**src/rtl/keystone_config_ctrl.sv**
```systemverilog
// keystone_config_ctrl
//   Frame-synchronous configuration and sequencing controller for the
//   Keystone_Correction core. Coefficient writes are staged in a shadow
//   register and swapped into the active set only on a frame-start beat,
//   so a frame never sees a mix of old and new homography values. The
//   core clock enable is opened/closed only at frame starts, and
//   software reset requests are stretched into a fixed-length core reset.
//
// Ports
//   clock, reset          single clock, synchronous active-high reset
//   cfg_coeffs            shadow source {H32,H31,H23,H22,H21,H13,H12,H11}
//   cfg_commit            strobe: capture cfg_coeffs into shadow, mark pending
//   cfg_enable            level request to run the core
//   cfg_sw_reset          strobe: request a core reset pulse
//   s_valid/s_ready/
//   s_tuser/s_tlast       observed input-stream handshake (never driven)
//   coef_out              coefficients presented to core a..h
//   core_clock_en         core clock enable
//   core_reset            core reset
//   commit_pending        shadow written but not yet applied
//   running               controller is in RUN
//   frame_count           frames started with the core enabled (wraps)
//   line_count            tlast beats in the current frame
//   lines_last_frame      line_count captured at each frame-start beat
//
// State table
//   state     | meaning
//   RST_CORE  | core held in reset, clock enabled so the reset lands
//   IDLE      | core clock gated off
//   WAIT_SOF  | armed, waiting for the next frame-start beat
//   RUN       | core clocked, frames in flight

module keystone_config_ctrl #(
  parameter int DATA_WIDTH         = 32,
  parameter int RESET_PULSE_CYCLES = 4,
  parameter int CNT_WIDTH          = 16
) (
  input  logic                    clock,
  input  logic                    reset,
  input  logic [8*DATA_WIDTH-1:0] cfg_coeffs,
  input  logic                    cfg_commit,
  input  logic                    cfg_enable,
  input  logic                    cfg_sw_reset,
  input  logic                    s_valid,
  input  logic                    s_ready,
  input  logic                    s_tuser,
  input  logic                    s_tlast,
  output logic [8*DATA_WIDTH-1:0] coef_out,
  output logic                    core_clock_en,
  output logic                    core_reset,
  output logic                    commit_pending,
  output logic                    running,
  output logic [CNT_WIDTH-1:0]    frame_count,
  output logic [CNT_WIDTH-1:0]    line_count,
  output logic [CNT_WIDTH-1:0]    lines_last_frame
);

  localparam int RCW = (RESET_PULSE_CYCLES > 1) ? $clog2(RESET_PULSE_CYCLES) : 1;
  localparam logic [RCW-1:0] RST_RELOAD = RCW'(RESET_PULSE_CYCLES - 1);

  typedef enum logic [1:0] {
    ST_RST_CORE = 2'd0,
    ST_IDLE     = 2'd1,
    ST_WAIT_SOF = 2'd2,
    ST_RUN      = 2'd3
  } state_t;

  state_t                  r_state;
  state_t                  w_state_nxt;
  logic [RCW-1:0]          r_rst_cnt;
  logic [RCW-1:0]          w_rst_cnt_nxt;

  logic [8*DATA_WIDTH-1:0] r_active;
  logic [8*DATA_WIDTH-1:0] r_shadow;
  logic                    r_pending;

  logic [CNT_WIDTH-1:0]    r_frame_count;
  logic [CNT_WIDTH-1:0]    r_line_count;
  logic [CNT_WIDTH-1:0]    r_lines_last;

  logic                    w_beat;
  logic                    w_sof_beat;
  logic                    w_eol_beat;
  logic                    w_clock_en;
  logic                    w_apply;

  assign w_beat     = s_valid & s_ready;
  assign w_sof_beat = w_beat & s_tuser;
  assign w_eol_beat = w_beat & s_tlast;

  // The frame-start beat that opens a frame is clocked into the core; the
  // frame-start beat that closes running (enable dropped) is not.
  assign w_clock_en = ((r_state == ST_RUN) & ~(w_sof_beat & ~cfg_enable)) |
                      ((r_state == ST_WAIT_SOF) & w_sof_beat) |
                      (r_state == ST_RST_CORE);

  // The clock enable is forced high in RST_CORE only so the core's reset
  // takes effect; beats seen there must not swap coefficients.
  assign w_apply = r_pending & w_sof_beat & w_clock_en & (r_state != ST_RST_CORE);

  always_comb begin
    w_state_nxt   = r_state;
    w_rst_cnt_nxt = r_rst_cnt;
    case (r_state)
      ST_RST_CORE: begin
        if (r_rst_cnt == '0) w_state_nxt = ST_IDLE;
        else                 w_rst_cnt_nxt = r_rst_cnt - RCW'(1);
      end
      ST_IDLE: begin
        if (cfg_enable) w_state_nxt = ST_WAIT_SOF;
      end
      ST_WAIT_SOF: begin
        if (!cfg_enable)     w_state_nxt = ST_IDLE;
        else if (w_sof_beat) w_state_nxt = ST_RUN;
      end
      ST_RUN: begin
        if (w_sof_beat && !cfg_enable) w_state_nxt = ST_IDLE;
      end
      default: w_state_nxt = ST_RST_CORE;
    endcase
    if (cfg_sw_reset) begin
      w_state_nxt   = ST_RST_CORE;
      w_rst_cnt_nxt = RST_RELOAD;
    end
  end

  always_ff @(posedge clock) begin
    if (reset) begin
      r_state   <= ST_RST_CORE;
      r_rst_cnt <= RST_RELOAD;
    end else begin
      r_state   <= w_state_nxt;
      r_rst_cnt <= w_rst_cnt_nxt;
    end
  end

  // A commit coincident with an apply: the apply consumes the old shadow
  // while the new value lands in shadow and stays pending.
  always_ff @(posedge clock) begin
    if (reset) begin
      r_active  <= '0;
      r_shadow  <= '0;
      r_pending <= 1'b0;
    end else begin
      if (w_apply)    r_active <= r_shadow;
      if (cfg_commit) r_shadow <= cfg_coeffs;
      if (cfg_commit)   r_pending <= 1'b1;
      else if (w_apply) r_pending <= 1'b0;
    end
  end

  always_ff @(posedge clock) begin
    if (reset) begin
      r_frame_count <= '0;
      r_line_count  <= '0;
      r_lines_last  <= '0;
    end else begin
      if (w_sof_beat) begin
        r_lines_last <= r_line_count + CNT_WIDTH'(w_eol_beat);
        r_line_count <= CNT_WIDTH'(w_eol_beat);
      end else if (w_eol_beat) begin
        r_line_count <= r_line_count + CNT_WIDTH'(1);
      end
      if (w_sof_beat && w_clock_en) r_frame_count <= r_frame_count + CNT_WIDTH'(1);
    end
  end

  assign coef_out         = w_apply ? r_shadow : r_active;
  assign core_clock_en    = w_clock_en;
  assign core_reset       = reset | (r_state == ST_RST_CORE);
  assign commit_pending   = r_pending;
  assign running          = (r_state == ST_RUN);
  assign frame_count      = r_frame_count;
  assign line_count       = r_line_count;
  assign lines_last_frame = r_lines_last;

endmodule

```
**config.mk**
```make
export PLATFORM = sky130hd
export DESIGN_NAME = keystone_config_ctrl
export DESIGN_NICKNAME = d
export VERILOG_FILES = /design/src/rtl/keystone_config_ctrl.sv
export SDC_FILE = /design/constraint.sdc
export NUM_CORES = 1
export LEC_CHECK = 0
export CORE_ASPECT_RATIO = 0.6
export CORE_MARGIN = 5
export CORE_UTILIZATION = 49
export DETAILED_ROUTE_END_ITERATION = 12
export GPL_TIMING_DRIVEN = 0
export PLACE_DENSITY = 0.81
export SYNTH_ARGS = -nofsm -noshare
export SYNTH_HDL_FRONTEND = slang
export SYNTH_SLANG_ARGS = --single-unit
```
**constraint.sdc**
```tcl
create_clock -name clock -period 2.72 [get_ports clock]
set_input_delay 0.544 -clock clock [delete_from_list [all_inputs] [get_ports clock]]
set_output_delay 0.544 -clock clock [all_outputs]
set_load 0.02 [all_outputs]
```
# Word level (Yosys, flattened, before mapping)
# Cells that the tools add are included.
# op_classes
n_bitwise,15
mux,11
eq_ne,7
n_addsub,4
reduce_logical,12
# op_table
operator,n
2-to-1 mux 256 bit,1
adder 16 x 1 -> 16 bit (second input constant),2
adder 16 x 1 -> 16 bit,1
2-to-1 mux 2 bit,5
bitwise AND 1 bit,9
case mux 2 bit (4 select lines),1
nonzero test 2 bit,3
== test 2 bit (second input constant),2
zero test 2 bit,2
2-to-1 mux 1 bit,4
!= test 2 x 1 -> 1 bit (second input constant),2
AND reduction 4 bit,1
OR reduction 2 bit,2
!= test 3 bit (second input constant),1
inverter 1 bit,3
OR 1 bit,3
== test 2 x 1 -> 1 bit (second input constant),1
logical AND 1 bit,2
!= test 2 bit (second input constant),1
AND reduction 2 bit,1
subtractor 2 x 1 -> 2 bit (second input constant),1
zero test 1 bit,1
# totals
word_cells,58
input_bits,265
out_inout_bits,308
reg_bits,565

# Depth between registers and ports, before layout
# Gate-level depths: netlist of run 1.
# logic_depth
ltp_word,11
ltp_mapped,8
depth_no_buf,8

# Worst setup path before layout of run 1
# Ideal clock, no wire load.
# synth_path
path_kind,register to output
startpoint,reg r_state[0]
endpoint,out coef_out[100]
setup_slack_ns,0.224
required_time_ns,2.176
stages_incl_launch_ff,7
arrival_time_ns,1.952
path_cell_list,dfxtp_1 -> ha_1 -> a21oi_1 -> nor4b_4 -> buf_4 -> buf_6 -> mux2_1
# synth_between
elab_chain_len,7
# synth_lines
item,line,text
"start, declared",68,state_t r_state;
"start signal, assigned",132,r_state <= w_state_nxt;
== test 2 bit,-,
named net running,52,"output logic running,"
bitwise AND 1 bit,93,assign w_clock_en = ((r_state == ST_RUN) & ~(w_sof_beat & ~cfg_enable)) |
OR 1 bit,93,
OR 1 bit,94,((r_state == ST_WAIT_SOF) & w_sof_beat) |
bitwise AND 1 bit (2 in a row),99,assign w_apply = r_pending & w_sof_beat & w_clock_en & (r_state != ST_RST_CORE);
2-to-1 mux 256 bit,-,
"end, declared",48,"output logic [8*DATA_WIDTH-1:0] coef_out,"
# The timed path passes the listed nets, and every way through them passes these cells.

# Final worst setup path of run 1
# layout_path
startpoint,reg r_state[0]
endpoint,out coef_out[36]
# layout_between
elab_chain_len,7
# layout_lines
item,line
"== test 2 bit, on equally long branches","93, 94"
"bitwise AND 1 bit, on equally long branches","93, 94"
OR 1 bit,93
OR 1 bit,94
bitwise AND 1 bit,99
bitwise AND 1 bit (*),99
2-to-1 mux 256 bit (*),-
# Mark *: on every way between the ends. The rest lies on a longest branch, timed or not.

==> metrics, run 1 <==
prevailing post-synth register cell dfxtp_1; antenna violations before repair 15; post-route cell area 0.0313 mm²; FF+latch area 0.0113 mm²; cell count after synthesis 1963; Num CTS Buffers 51; CP Launch Type flip-flop; Psw 3.91 mW; # setup viols final 256; outcome finished with violations; root buffer cell clkbuf_16; WL/cell 21.4 µm; Synth cell types 37; leakage 13.7 nW; VDD IR max 548 µV; Gate power share 0.068; most common cell after layout, fill and taps aside dfxtp_1; First DRT Iteration DRCs 1045; Detailed Routing Iterations Pass 1 5; final period utilization 1.22; Setup Slack @ Placement -1.52 ns; post-layout min period 3.31 ns; sequential power share 0.496; most frequent cells in the layout dfxtp_1 (563), clkdlybuf4s50_1 (308), nor2_1 (295); top cell type's share of synthesized area 0.527; Critical Path Fanout Max 7; Tot GR Track Use 0.262; Max Cap Viol 0; failing checks negative setup slack; Clk Latency, worst-skew pair 0.56 ns; Die X 280 µm; YS warnings 0; Routed WL 70900 µm; Placed Area 0.0279 mm²; die area 0.0483 mm²; worst setup skew after layout 0.0201 ns; total number of vias 17225; cell family with most CP delay buffers and inverters; filler cell count 2967; Worst Hold Class in -> reg; delay of the slowest critical-path stage 0.37 ns; final std cells w/o fill 3304; Internal Power 13.5 mW; vias in the first global route 17228; core area 0.0433 mm²; area leader, netlist dfxtp_1; WHS Path Cells 3; Worst Tran Pin Value 0.949 ns; Syn Nets 2237; H-tree lvl count 2; WP buf/inv 7; Min Hold Slack 0.475 ns; Slowest-stage cell, CP dfxtp_4; Post-DRT Antenna Nets 0; Max clock buf depth 3; # DRC 0; placed insts 3112; area of the multi-input gates 0.0100 mm²; Hold Vio Cnt, Final 0; DIE HEIGHT 172 µm; first-pass GRT wire length 99800 µm; Clock power frac 0.436; area grow syn2layout 45.7%; Starting Density 0.496; #FFs+latches synth 565; CP dominant cell by count buf_6; Post-synth EDFFs 0; PortBufs 570; Mapped Area 0.0215 mm²; Peak Freq 302 MHz; fin util 0.722; register clock-pin slew on the reported worst setup and hold paths 0.07 ns; gr ovfl total 0; routed vias/inst 5.21; R2R cell count 11; CP arrival 2.77 ns; CTS tree done; Tot Pwr 17.4 mW; final setup TNS -118.65 ns; Final #Nets 2949; RSZ-0062 raised after global routing yes; Setup crit end kind output pin; CP Data Required Time 2.18 ns; largest net degree at the start of global routing 16; Setup WS post-layout -0.595 ns; Worst Path Class, Setup reg -> out; post-synthesis sequential area ratio 0.527; syn_area_per_cell 10.9 µm²; Slew headroom 0.367; layout cells sized above 1 0.243; synth top area cells dfxtp_1 (53%), mux2i_1 (12%), mux2_1 (12%); GPL Wtd Cong 0.900; post-DP HPWL 49300 µm; Critical Path Stages 11; Post-synth ARST share 0; clk sink count 565; switch share 0.224; fin. max-slew vios 0; hold buffers post-CTS 0; num ports 573; worst-path cell chain inv_4 -> ha_4 -> a21oi_4 -> nor4b_4 -> buf_6 -> buf_12 -> buf_12 -> buf_16 -> buf_6 -> mux2_4 -> buf_6; cell area power density 557 mW/mm²; row count 59
synthesized netlist by cell type, drive strengths merged, types with 2 or more instances:
cell / instances
a211oi: 10
a21oi: 11
a311oi: 3
and3: 3
buf: 54
clkbuf: 79
dfxtp: 565
ha: 9
inv: 10
mux2: 259
mux2i: 260
nand2: 26
nand2b: 4
nand3: 8
nand4: 13
nor2: 295
nor2b: 258
nor3: 9
nor4: 17
nor4b: 2
o211ai: 4
o21ai: 12
or2: 3
or3: 13
or4: 4
xnor2: 23
xor2: 4
cell families after synthesis:
group,Yosys count,share of synthesized area
buffers and inverters,143,0.0333
flip-flops,565,0.527
XOR/XNOR,27,0.0110
multiplexers,519,0.257
AND/OR/NAND/NOR,658,0.155
AO/OA/AOI/OAI,42,0.0123
adder cells (fa/ha/maj),9,0.00524
worst reg2reg max path: stages (launching register included):
cell	delay, ns
dfxtp_4	0.37
inv_4	0.08
ha_4	0.15
a21oi_4	0.04
nor4b_4	0.33
buf_6	0.25
buf_16	0.21
buf_12	0.15
buf_6	0.10
mux2_4	0.30
buf_4	0.13
nor2b_1	0.12
area by class of cell:
type / count / share of cell area
sequential: 565 / 0.362
multi-input combinational: 1255 / 0.320
timing repair buffer: 660 / 0.206
clock buffer: 72 / 0.0501
buffer: 132 / 0.0303
tap: 579 / 0.0231
clock inverter: 21 / 0.00692
inverter: 10 / 0.00136
antenna: 10 / 0.000799
power by group through the flow:
| stage | logic (mW) | clock network [mW] | registers [mW] |
|---|---|---|---|
| global route | 1.29 | 8.07 | 8.66 |
| CTS | 1.18 | 7.70 | 8.63 |
| floorplan | 0.551 | 0 | 8.79 |
| detailed placement | 1.16 | 0 | 8.82 |
| global placement | 1.13 | 0 | 8.80 |
| finish | 1.19 | 7.61 | 8.64 |
what timing repair did:
| action | CTS | global route |
|---|---|---|
| gates resized for setup | 1034 | 689 |
| endpoints found under the setup margin | 377 | 258 |
| setup buffers | 36 | 39 |
| gates cloned | 7 | 10 |
| pin swaps | 3 | 4 |
final timing paths:
kind / slack (ns) / from / to
max reg2reg: 0.36 / r_state[0]$_SDFFE_PP0P_ / r_active[80]$_SDFF_PP0_
min reg2reg: 0.48 / lines_last_frame[0]$_SDFFE_PP0P_ / lines_last_frame[0]$_SDFFE_PP0P_
max: -0.59 / r_state[0]$_SDFFE_PP0P_ / coef_out[36]
min: 0.48 / reset / frame_count[12]$_SDFFE_PP0P_
routing by layer:
layer	routed length, µm	global-route usage
met1	28800	0.324
met2	34500	0.447
met3	4880	0.0691
met4	2670	0.0938
met5	89	0
state kept, by name (all words and copies together) (netlist names):
signal / cells
commit_pending: 1
frame_count: 16
line_count: 16
lines_last_frame: 16
r_active: 256
r_rst_cnt: 2
r_shadow: 256
r_state: 2
No activity file was read; power rests on OpenSTA's default activity.
==> run 2: changes to the inputs <==
==> config.mk (replaced) <==
export PLATFORM = sky130hd
export DESIGN_NAME = keystone_config_ctrl
export DESIGN_NICKNAME = d
export VERILOG_FILES = /design/src/rtl/keystone_config_ctrl.sv
export SDC_FILE = /design/constraint.sdc
export NUM_CORES = 1
export LEC_CHECK = 0
export CORE_AREA = 5 5 222 224
export DETAILED_ROUTE_END_ITERATION = 12
export DIE_AREA = 0 0 227 229
export GPL_TIMING_DRIVEN = 0
export PLACE_DENSITY = 0.76
export SLEW_MARGIN = 5
export SYNTH_ARGS = -nofsm -noshare
export SYNTH_HDL_FRONTEND = slang
export SYNTH_SLANG_ARGS = --single-unit
==> run 2 against run 1 <==
The run still ends with negative setup slack left. Combinational power is essentially flat. Non-clock buffer count decreased by 26. Global-route usage fell by 1.6 points. Die area increased by 7.7%. Worst setup slack improved by 0.091 ns. Sequential power is essentially flat. Critical path depth down 1. Critical endpoint is now coef_out[51]. Largest cell class unchanged.
==> metrics, run 2 (synthesis results as in run 1) <==
register-to-register setup slack 0.34 ns (-0.02 ns); Detailed Routing Iterations Pass 1 5 (unchanged); # setup viols final 257 (+0.39%); Gate power share 0.066 (-0.002); CP Launch Type flip-flop; DRT met1 WL 26500 µm (-8.0%); die area 0.0520 mm² (+7.7%); Post-DRT Antenna Nets 0 (unchanged); CP Data Required Time 2.18 ns (about the same); RSZ-0062 raised after global routing yes; leakage 13.6 nW (-0.98%); post-DP HPWL 49400 µm (+0.27%); antenna violations before repair 20 (+5); Final #Nets 2929 (-0.68%); row count 80 (+36%); worst setup skew after layout 0.0255 ns (+0.00536 ns); Max clock buf depth 3 (unchanged); Min Hold Slack 0.429 ns (-0.0457 ns); # DRC 0 (unchanged); WP buf/inv 6 (-1); Placed Area 0.0280 mm² (+0.16%); CP arrival 2.68 ns (-0.09 ns); PortBufs 570 (unchanged); hold buffers post-CTS 0 (unchanged); outcome finished with violations; Top Registers r_active x256, r_shadow x256; First DRT Iteration DRCs 725 (-31%); total number of vias 16806 (-2.4%); layout cells sized above 1 0.248 (+0.00450); reg2reg start r_state[0]$_SDFFE_PP0P_; Clk Latency, worst-skew pair 0.61 ns (+0.05 ns); post-route cell area 0.0312 mm² (-0.22%); Critical Path Fanout Max 8 (+1); Psw 3.92 mW (+0.20%); Clock power frac 0.448 (+0.012); gr ovfl total 0 (unchanged); R2R cell count 10 (-1); fin util 0.663 (-0.0598); cell area power density 570 mW/mm² (+2.3%); cell family with most CP delay buffers and inverters; crit path capture coef_out[51]; Critical Path Stages 10 (-1); Worst R2R End frame_count[14]$_SDFFE_PP0P_; core area 0.0471 mm² (+8.8%); Hold Vio Cnt, Final 0 (unchanged); Setup crit end kind output pin; Setup WS post-layout -0.503 ns (+0.0914 ns); Starting Density 0.456 (-0.0401); delay of the slowest critical-path stage 0.37 ns (about the same); Worst Setup SP r_state[0]$_SDFFE_PP0P_; Slowest-stage cell, CP dfxtp_4; fin. max-slew vios 0 (unchanged); WL/cell 20.8 µm (-2.9%); register clock-pin slew on the reported worst setup and hold paths 0.06 ns (about the same); Routed WL 69300 µm (-2.2%); Num CTS Buffers 57 (+12%); DIE HEIGHT 229 µm (+33%); Internal Power 13.9 mW (+2.6%); most frequent cells in the layout dfxtp_1 (563), clkdlybuf4s50_1 (310), nor2_1 (295); root buffer cell clkbuf_16; sequential power share 0.485 (-0.011); area grow syn2layout 45.4%; routed wl met3 6540 µm (+34%); switch share 0.220 (-0.00410); top layer in use met5; VDD IR max 506 µV (-7.5%); final period utilization 1.19 (-0.0336); Worst Hold Class in -> reg; H-tree lvl count 2 (unchanged); num ports 573 (unchanged); Slew headroom 0.279 (-0.0881); Peak Freq 310 MHz (+2.8%); clk sink count 565 (unchanged); GPL Wtd Cong 0.883 (-1.9%); Max Cap Viol 0 (unchanged); Tot GR Track Use 0.246 (-0.0161); met2 wire length 33700 µm (-2.1%); failing checks negative setup slack; post-layout min period 3.22 ns (-0.0914 ns); CP dominant cell by count buf_12; worst-path cell chain inv_4 -> ha_4 -> a21oi_2 -> nor4b_4 -> buf_12 -> buf_16 -> buf_12 -> buf_8 -> mux2_4 -> buf_6; vias in the first global route 17248 (+0.12%); Tot Pwr 17.8 mW (+2.1%); Worst Path Class, Setup reg -> out; CTS tree done; routed vias/inst 5.05 (-3.2%); most common cell after layout, fill and taps aside dfxtp_1; Worst Tran Pin Value 1.08 ns (+0.132 ns); first-pass GRT wire length 100000 µm (+0.48%); largest net degree at the start of global routing 15 (-1); Die X 227 µm (-19%)
-- run 2: timing repair --
| item | 4_1_cts | 5_1_grt |
|---|---|---|
| gates cloned | 6 | 6 |
| resized for setup | 1066 | 697 |
| buffers inserted | 34 | 22 |
| endpoints found under the setup margin | 258 | 258 |
| pin swaps | 4 | 2 |
-- run 2: worst register-to-register path: cells and delay by family (launching register included) --
kind / cells / cell delay [ns]
compound gates: 1 / 0.06
flops: 1 / 0.37
buf+inv: 5 / 0.63
simple gates: 2 / 0.69
mux: 1 / 0.37
fa+ha+maj: 1 / 0.14
-- run 2: area by class of cell --
cell class	instances	area (µm²)
sequential	565	11300
multi-input combinational	1255	10100
antenna	12	30.0
inverter	10	42.5
tap	615	769
clock inverter	14	154
fill	3627	15900
buffer	132	945
timing repair buffer	634	6100
clock buffer	92	1780
-- run 2: how the worst min path moves through the flow --
stage	start	depth (start not counted)	end
floorplan	r_rst_cnt[1]$_SDFFE_PP1P_	2	r_rst_cnt[1]$_SDFFE_PP1P_
global placement	lines_last_frame[1]$_SDFFE_PP0P_	2	lines_last_frame[1]$_SDFFE_PP0P_
detailed placement	lines_last_frame[1]$_SDFFE_PP0P_	2	lines_last_frame[1]$_SDFFE_PP0P_
CTS	reset	3	frame_count[12]$_SDFFE_PP0P_
global route	reset	3	frame_count[12]$_SDFFE_PP0P_
finish	reset	3	frame_count[12]$_SDFFE_PP0P_
-- run 2: routing by layer --
metal / GRT usage / vias up
li1: - / 7967
met1: 0.280 / 8143
met2: 0.417 / 537
met3: 0.0983 / 141
met4: 0.0897 / 18
met5: 0 / -
-- run 2: stage by stage --
stage	setup TNS [ns]	setup WS [ns]	instances
finish	-111.48	-0.503	3329
global route	-138.67	-0.613	3323
CTS	-129.02	-0.611	3294
detailed placement	-478.29	-1.44	3148
global placement	-488.28	-1.47	3148
floorplan	0	0.224	1963
-- run 2: power by group through the flow --
stage	clock network (mW)	registers (mW)	logic, mW
floorplan	0	8.79	0.551
global placement	0	8.80	1.14
detailed placement	0	8.81	1.17
CTS	8.08	8.63	1.18
global route	8.49	8.66	1.28
finish	7.98	8.64	1.18
==> run 3: changes to the inputs <==
--- a/config.mk
+++ b/config.mk
@@ -9,7 +9,7 @@
 export DETAILED_ROUTE_END_ITERATION = 12
 export DIE_AREA = 0 0 227 229
 export GPL_TIMING_DRIVEN = 0
-export PLACE_DENSITY = 0.76
+export PLACE_DENSITY = 0.79
 export SLEW_MARGIN = 5
 export SYNTH_ARGS = -nofsm -noshare
 export SYNTH_HDL_FRONTEND = slang
==> run 3 against run 2 <==
The run still ends with negative setup slack left. Sequential cell count did not move. Sequential power hardly changed. Combinational power barely moved. Critical path depth is 1 higher. Maximum frequency decreased by 0.63%. Die area did not move. Critical path type unchanged. Largest cell class unchanged. Highest routed layer unchanged.
==> metrics, run 3 (synthesis results as in run 1) <==
area grow syn2layout 45.7%; Critical Path Fanout Max 7 (-1); clk sink count 565 (unchanged); largest net degree at the start of global routing 15 (unchanged); layout cells sized above 1 0.252 (+0.00424); PortBufs 570 (unchanged); Starting Density 0.456 (unchanged); Post-DRT Antenna Nets 0 (unchanged); Tot GR Track Use 0.242 (-0.00421); First DRT Iteration DRCs 900 (+24%); Hold Vio Cnt, Final 0 (unchanged); vias in the first global route 17301 (+0.31%); RSZ-0062 raised after global routing yes; die area 0.0520 mm² (unchanged); row count 80 (unchanged); outcome finished with violations; cell area power density 586 mW/mm² (+2.7%); root buffer cell clkbuf_16; Worst Tran Pin Value 1.01 ns (-0.0726 ns); leakage 13.7 nW (+0.78%); # setup viols final 256 (-0.39%); Min Hold Slack 0.411 ns (-0.0186 ns); reg2reg start r_state[0]$_SDFFE_PP0P_; Max clock buf depth 3 (unchanged); CTS tree done; GPL Wtd Cong 0.887 (+0.51%); H-tree lvl count 2 (unchanged); Tot Pwr 18.3 mW (+2.9%); CP Launch Type flip-flop; register clock-pin slew on the reported worst setup and hold paths 0.06 ns (about the same); final period utilization 1.19 (+0.00754); routed vias/inst 5.09 (+0.77%); Worst Hold Class in -> reg; failing checks negative setup slack; hold_sp reset; Worst Setup SP r_state[0]$_SDFFE_PP0P_; Setup Slack @ Placement -1.39 ns (+0.0454 ns); worst setup skew after layout 0.0139 ns (-0.0116 ns); WL/cell 20.8 µm (about the same); most common cell after layout, fill and taps aside dfxtp_1; Peak Freq 308 MHz (-0.63%); total number of vias 16976 (+1.0%); CP arrival 2.70 ns (+0.02 ns); first-pass GRT wire length 99400 µm (-0.85%); most frequent cells in the layout dfxtp_1 (563), clkdlybuf4s50_1 (308), nor2_1 (295); antenna violations before repair 11 (-45%); Num CTS Buffers 56 (-1.8%); Detailed Routing Iterations Pass 1 7 (+2); Die X 227 µm (unchanged); Routed WL 69400 µm (+0.17%); core area 0.0471 mm² (unchanged); Clk Latency, worst-skew pair 0.60 ns (about the same); CP Data Required Time 2.18 ns (about the same); Top Registers r_active x256, r_shadow x256; Slew headroom 0.327 (+0.0484); Worst Path Class, Setup reg -> out; Setup WS post-layout -0.524 ns (-0.0205 ns); post-layout min period 3.24 ns (+0.0205 ns); post-DP HPWL 49300 µm (-0.28%); # DRC 0 (unchanged); num ports 573 (unchanged); Max Cap Viol 0 (unchanged); DIE HEIGHT 229 µm (unchanged); Setup crit end kind output pin; Final #Nets 2944 (+0.51%); gr ovfl total 0 (unchanged); fin. max-slew vios 0 (unchanged); VDD IR max 486 µV (-4.0%)
-- run 3: metal layers --
metal,vias up,share of wire,global-route usage
met2,582,0.49,0.426
met5,-,0.00084,0
li1,7991,-,-
met1,8278,0.39,0.275
met3,117,0.091,0.0882
met4,8,0.028,0.0680
-- run 3: where the power goes --
group / switching (mW) / leakage [nW] / internal [mW]
Sequential: 0.129 / 4.61 / 8.51
Clock: 3.30 / 0.988 / 5.20
Combinational: 0.548 / 8.08 / 0.629
Total: 3.98 / 13.7 / 14.3
-- run 3: cell type report --
cell class / count / area, µm²
inverters: 10 / 42.5
flip-flops and latches: 565 / 11300
clock inverters: 27 / 453
repair buffers: 651 / 6150
multi-input cells: 1255 / 10000
well taps: 615 / 769
fillers: 3550 / 15800
diodes: 6 / 15.0
clock buffers: 77 / 1580
plain buffers: 131 / 921
-- run 3: critical path, stage by stage, from the launching register on --
cell and delay, ns:
dfxtp_4 0.37, inv_4 0.08, ha_4 0.15, a21oi_4 0.04
nor4b_4 0.26, buf_6 0.18, buf_12 0.17, buf_12 0.13
buf_8 0.12, buf_6 0.11, mux2_4 0.34, buf_6 0.14
-- run 3: worst paths after layout --
path / endpoint / cells after the start / slack, ns
worst max-delay path: coef_out[187] / 11 / -0.52
worst min-delay path: frame_count[12]$_SDFFE_PP0P_ / 3 / 0.41
worst max register to register: frame_count[12]$_SDFFE_PP0P_ / 10 / 0.33
worst min register to register: lines_last_frame[1]$_SDFFE_PP0P_ / 2 / 0.46
-- run 3: through the flow --
step / instances / utilization / instance area, µm² / TNS, ns
after global routing: 3334 / 0.664 / 31300 / -134.64
after floorplan: 1963 / - / 21500 / 0
final: 3337 / 0.664 / 31300 / -105.90
after detailed placement: 3148 / 0.593 / 28000 / -450.97
after global placement: 3148 / 0.593 / 28000 / -454.54
after CTS: 3272 / 0.643 / 30300 / -144.38
-- run 3: timing repair --
action                                  4_1_cts  5_1_grt
gates resized for setup                     828      922
setup buffers                                17       54
cloned                                        3       10
pin swaps                                     5        2
hold buffers                                  0        0
endpoints found under the setup margin      258      258
